**src/rtl/alu_datapath.sv**
```systemverilog
// Add/sub, Booth multiply and restoring divide datapath.
// Registers A, Q, M, Q_1 and a step counter, driven by ALU_CU strobes.
module alu_datapath #(
    parameter int WIDTH = 8,
    parameter int CNT_W = 3
) (
    input  logic             CLK,
    input  logic             RST,
    input  logic [WIDTH-1:0] INBUS,
    input  logic             c0,
    input  logic             c0_prim,
    input  logic             c1,
    input  logic             c2,
    input  logic             c3,
    input  logic             c4,
    input  logic             c7_5,
    input  logic             cR,
    input  logic             cL,
    input  logic             c5,
    input  logic             c6,
    input  logic             c7,
    input  logic             c8,
    output logic             Q0,
    output logic             Q_1,
    output logic             A7,
    output logic             CNT7,
    output logic [WIDTH-1:0] OUTBUS,
    output logic             OVF,
    output logic             DONE
);

    localparam int MSB = WIDTH - 1;
    localparam logic [WIDTH-1:0] ONE = WIDTH'(1);
    localparam logic [CNT_W-1:0] CNT_ONE = CNT_W'(1);

    logic [WIDTH-1:0] a_q;
    logic [WIDTH-1:0] q_q;
    logic [WIDTH-1:0] m_q;
    logic [CNT_W-1:0] cnt_q;

    logic             arith_en;
    logic [WIDTH-1:0] op_b;
    logic [WIDTH-1:0] sum;
    logic [WIDTH-1:0] a_arith;
    logic             ovf_next;
    logic             shift_en;
    logic             shr;
    logic             shl;
    logic [WIDTH-1:0] a_next;
    logic [WIDTH-1:0] q_next;
    logic             q1_next;
    logic [CNT_W-1:0] cnt_next;

    // Subtract has priority over add when both are strobed
    always_comb begin
        arith_en = c3 | c4 | c7_5;
        op_b     = c4 ? (~m_q + ONE) : m_q;
        sum      = a_q + op_b;
        a_arith  = arith_en ? sum : a_q;
        ovf_next = (a_q[MSB] == op_b[MSB]) && (sum[MSB] != a_q[MSB]);
        shift_en = (cR ^ cL) & ~c0;
        shr      = cR & shift_en;
        shl      = cL & shift_en;
    end

    // Shifts act on the arithmetic result, giving a fused Booth step
    always_comb begin
        a_next = a_arith;
        if (c0) begin
            a_next = '0;
        end else if (c0_prim) begin
            a_next = INBUS;
        end else if (shr) begin
            a_next = {a_arith[MSB], a_arith[MSB:1]};
        end else if (shl) begin
            a_next = {a_arith[WIDTH-2:0], q_q[MSB]};
        end

        q_next = q_q;
        if (c1) begin
            q_next = INBUS;
        end else if (shr) begin
            q_next = {a_arith[0], q_q[MSB:1]};
        end else if (shl) begin
            q_next = {q_q[WIDTH-2:0], 1'b0};
        end
        if (c5 && !c1) begin
            q_next[0] = 1'b1;
        end

        q1_next = Q_1;
        if (c0) begin
            q1_next = 1'b0;
        end else if (shr) begin
            q1_next = q_q[0];
        end

        cnt_next = cnt_q;
        if (c0) begin
            cnt_next = '0;
        end else if (shift_en) begin
            cnt_next = cnt_q + CNT_ONE;
        end
    end

    always_ff @(posedge CLK) begin
        if (RST) begin
            a_q    <= '0;
            q_q    <= '0;
            m_q    <= '0;
            Q_1    <= 1'b0;
            cnt_q  <= '0;
            OUTBUS <= '0;
            OVF    <= 1'b0;
            DONE   <= 1'b0;
        end else begin
            a_q   <= a_next;
            q_q   <= q_next;
            Q_1   <= q1_next;
            cnt_q <= cnt_next;
            DONE  <= c8;
            if (c2) begin
                m_q <= INBUS;
            end
            if (c0) begin
                OVF <= 1'b0;
            end else if (arith_en) begin
                OVF <= ovf_next;
            end
            if (c7) begin
                OUTBUS <= q_q;
            end else if (c6) begin
                OUTBUS <= a_q;
            end
        end
    end

    assign Q0   = q_q[0];
    assign A7   = a_q[MSB];
    assign CNT7 = &cnt_q;

endmodule
```
**config.mk**
```make
export PLATFORM = sky130hd
export DESIGN_NAME = alu_datapath
export DESIGN_NICKNAME = d
export VERILOG_FILES = /design/src/rtl/alu_datapath.sv
export SDC_FILE = /design/constraint.sdc
export NUM_CORES = 1
export LEC_CHECK = 0
export BUFFER_PORTS_ARGS = -buffer_cell sky130_fd_sc_hd__buf_2
export CORE_MARGIN = 2
export CORE_UTILIZATION = 55
export DETAILED_ROUTE_END_ITERATION = 10
export PLACE_DENSITY = 0.84
export SYNTH_ARGS = -nofsm -noshare
export SYNTH_HDL_FRONTEND = slang
export SYNTH_SLANG_ARGS = --single-unit
```
**constraint.sdc**
```tcl
create_clock -name CLK -period 4 [get_ports CLK]
set_input_delay 0.2 -clock CLK [delete_from_list [all_inputs] [get_ports CLK]]
set_output_delay 0.2 -clock CLK [all_outputs]
set_load 0.02 [all_outputs]
```
==> impl_summary.log <==
[metrics] Max rail drop VDD: 249 µV
[metrics] Max clock buf depth: 2
[metrics] GP Congestion: around 0.93
[metrics] synthesized net count: about 320
[metrics] shortest clock period the worst path allows after layout: roughly 3000 ps
[metrics] async set or reset register ratio after synthesis: 0
[metrics] buffer type at the clock tree root: sky130_fd_sc_hd__clkbuf_8
[metrics] outcome: finished clean
[metrics] antenna diode instance count: 0
[metrics] sequential share of the synthesized area: 0.334
[metrics] drt first-iter violations: approximately 150
[metrics] Worst Path Required: roughly 4200 ps
[metrics] grt total ovfl: 0
[metrics] number of sinks driven by the clock tree: 38
[metrics] post-synth top area share: 0.334
[metrics] cell taking the most area after synthesis: sky130_fd_sc_hd__dfxtp_1
[metrics] FILL cells: 350
[metrics] die area: 0.00467 mm²
[metrics] achievable clock frequency: about 340 MHz
[metrics] number of port buffers: 36
[metrics] DRT Pass-1 Iters: 5
[metrics] starting utilization of the core area: 0.569
[metrics] gr usage total: 0.268
[metrics] mean routed wirelength per cell: roughly 16 µm
[metrics] path type of the worst min-delay path: primary input to flip-flop
[metrics] largest cells by area after synthesis: sky130_fd_sc_hd__dfxtp_1 33%, sky130_fd_sc_hd__mux2i_1 8.4%, sky130_fd_sc_hd__nor2_1 7.9%, sky130_fd_sc_hd__a21oi_1 7.3%, sky130_fd_sc_hd__ha_1 6.6%
[metrics] Skew-Pair Late Insertion Delay: about 300 ps
[metrics] number of synthesis warnings: 0
[metrics] Post-CTS Setup Repair Bufs: 0
[metrics] CP Cell Sequence: inv_1, ha_1, nand2b_1, o41ai_1, xnor2_1, ha_1, a21oi_1, o21ai_0, a21oi_1, xnor2_1, or3_1, a211o_1, a21oi_2
[metrics] cell area after layout: ~0.0026 mm²
[metrics] Clk pin slew, worst setup/hold paths: 80 ps
[metrics] hold_buf cts: 0
[metrics] via count of the first global-routing pass: approximately 2000
[metrics] largest net degree at the start of global routing: 28
[metrics] Critical Path Slowest Stage Cell: sky130_fd_sc_hd__o41ai_1
[metrics] Leak: roughly 1.1 nW
[metrics] setup repair after global routing missed its margin: false
[metrics] element type at the critical path start: flip-flop
[metrics] antenna violation net count after detailed routing: 0
[metrics] final critical-path share of the clock period: 0.734
[metrics] CP peak stage delay: approximately 410 ps
[metrics] die height: 68.3 µm
[metrics] Rows: 23
[metrics] HPWL after detailed placement: roughly 4200 µm
[metrics] Distinct cells, synth: 42
[metrics] number of remaining DRC errors: 0
[metrics] H-tree depth reported by CTS: 2
[metrics] largest fanout on the critical path: 3
[metrics] Vias per Instance: ~6.0
[metrics] setup TNS: 0 ps
[metrics] number of hold violations in the final report: 0
[metrics] crit path kind: flip-flop to flip-flop
[metrics] share of layout cells above drive strength 1: 0.167
[metrics] TritonCTS clock tree: built
[metrics] Pins Over Slew Limit: 0
[metrics] Max-Cap Viols: 0
[metrics] Final Skew: about 5.4 ps
[metrics] normalized max-slew margin: 0.428
[metrics] number of enable-type register cells in the synthesized netlist: 0
[metrics] Post-Synthesis Mean Instance Area: ~8.0 µm²
[metrics] total wire length: between 5000 and 6000 µm
[metrics] core footprint: 0.00400 mm²
[metrics] Die Wd: 68.3 µm
[metrics] number of instances in the synthesized netlist: about 290
[metrics] clock buffers created by TritonCTS: 5
[metrics] Final setup viols: 0
[metrics] synthesis-to-finish area growth: 12.5%
[metrics] top-level I/O count: 37
[metrics] CTS-repair resized insts: 0
[metrics] post-detailed-placement cell area: between 0.002 and 0.0025 mm²
[metrics] pin slew with the least headroom to its limit: 851 ps
[metrics] kind of end point of the critical path: flip-flop
[metrics] Synth Flop Type: sky130_fd_sc_hd__dfxtp_1
[metrics] data arrival at the endpoint of the critical path: roughly 3200 ps
[metrics] synthesized area: ~0.0023 mm²
[metrics] number of register bits inferred by synthesis: 38
[metrics] pwr/cell area: approximately 380 mW/mm²
[metrics] first-pass GRT wire length: approximately 9200 µm
[metrics] routed via count: approximately 2200
[metrics] number of antenna violations at the first check in global routing: 0
[metrics] net total in the final layout: 346
cell usage after synthesis, types with 2 or more instances:
cell / n
sky130_fd_sc_hd__a221oi_1: 2
sky130_fd_sc_hd__o22ai_1: 13
sky130_fd_sc_hd__nand2b_1: 4
sky130_fd_sc_hd__nor2_1: 48
sky130_fd_sc_hd__mux2i_1: 19
sky130_fd_sc_hd__nand2_1: 21
sky130_fd_sc_hd__or3_1: 3
sky130_fd_sc_hd__clkbuf_1: 19
sky130_fd_sc_hd__xor2_1: 3
sky130_fd_sc_hd__xnor2_1: 10
sky130_fd_sc_hd__inv_1: 7
sky130_fd_sc_hd__a21oi_1: 33
sky130_fd_sc_hd__dfxtp_1: 38
sky130_fd_sc_hd__o311ai_0: 2
sky130_fd_sc_hd__nor2b_1: 2
sky130_fd_sc_hd__a31oi_1: 2
sky130_fd_sc_hd__a211oi_1: 7
sky130_fd_sc_hd__o21ai_0: 15
sky130_fd_sc_hd__ha_1: 12
sky130_fd_sc_hd__or2_2: 3
sky130_fd_sc_hd__nor3_1: 2
power breakdown:
part | total (mW) | internal [mW] | switching, mW | leakage, nW
clock network | 0.333 | 0.186 | 0.147 | 0.0504
logic | 0.227 | 0.0935 | 0.133 | 0.764
registers | 0.422 | 0.399 | 0.0232 | 0.312
path summary, 6_finish.rpt:
path	from	end	slack, ps	cells after the start
max	m_q[1]$_SDFFE_PP0P_	a_q[7]$_SDFF_PP0_	1060	13
min	c8	DONE$_SDFF_PP0_	140	2
max reg2reg	m_q[1]$_SDFFE_PP0P_	a_q[7]$_SDFF_PP0_	1060	13
min reg2reg	Q_1$_SDFFE_PP0P_	Q_1$_SDFFE_PP0P_	470	2
area by class of cell:
class | instances | area, µm² | share of cell area
clock inverters | 3 | 45.0 | 0.0176
multi-input cells | 222 | 1420 | 0.553
inverters | 7 | 26.3 | 0.0103
well taps | 50 | 62.6 | 0.0244
flip-flops and latches | 38 | 761 | 0.297
clock buffers | 5 | 68.8 | 0.0269
repair buffers | 36 | 180 | 0.0704
sequential cells by signal, summed over array words and instances, names as in the netlist:
signal and flops:
DONE 1, OUTBUS 8, OVF 1, Q_1 1
a_q 8, cnt_q 3, m_q 8, q_q 8
layer usage:
metal	track usage	part of all wire	wire, µm	vias up
li1	-	-	-	1067
met1	0.353	0.42	2400	991
met2	0.441	0.49	2760	91
met3	0.0461	0.080	456	6
met4	0.0950	0.011	61	0
met5	0	0	0	-
critical path, delay by kind of cell, from the launching register on:
kind,cells,cell delay [ps]
XOR/XNOR,2,300
buffers and inverters,1,70
AO/OA/AOI/OAI,6,1320
adder cells (fa/ha/maj),2,440
AND/OR/NAND/NOR,2,400
flip-flops,1,330
kinds of logic after synthesis:
family / share of synthesized area
buffers and inverters: 0.0429
AO/OA/AOI/OAI: 0.238
XOR/XNOR: 0.0572
flip-flops: 0.334
multiplexers: 0.0836
adder cells (fa/ha/maj): 0.0748
AND/OR/NAND/NOR: 0.169
cells in the final DEF, fill, tap and decap left out, types with 4 or more instances in the layout:
master / count
sky130_fd_sc_hd__nor2_1: 48
sky130_fd_sc_hd__dfxtp_1: 38
sky130_fd_sc_hd__buf_2: 36
sky130_fd_sc_hd__a21oi_1: 33
sky130_fd_sc_hd__nand2_1: 21
sky130_fd_sc_hd__mux2i_1: 19
sky130_fd_sc_hd__o21ai_0: 15
sky130_fd_sc_hd__o22ai_1: 13
sky130_fd_sc_hd__ha_1: 12
sky130_fd_sc_hd__xnor2_1: 10
sky130_fd_sc_hd__inv_1: 7
sky130_fd_sc_hd__a211oi_1: 7
sky130_fd_sc_hd__clkbuf_8: 5
sky130_fd_sc_hd__nand2b_1: 4
through the flow:
stage | cells | util | total power, mW | hold WS (ps) | setup slack [ps]
floorplan | 286 | - | 0.596 | 328 | 1380
global placement | 353 | 0.612 | 0.648 | 408 | 1190
detailed placement | 353 | 0.612 | 0.652 | 447 | 1120
CTS | 361 | 0.640 | 0.979 | 143 | 1090
global route | 361 | 0.640 | 1.03 | 169 | 869
finish | 361 | 0.640 | 0.982 | 144 | 1060
Note: power is estimated with default switching activity, not from simulation.
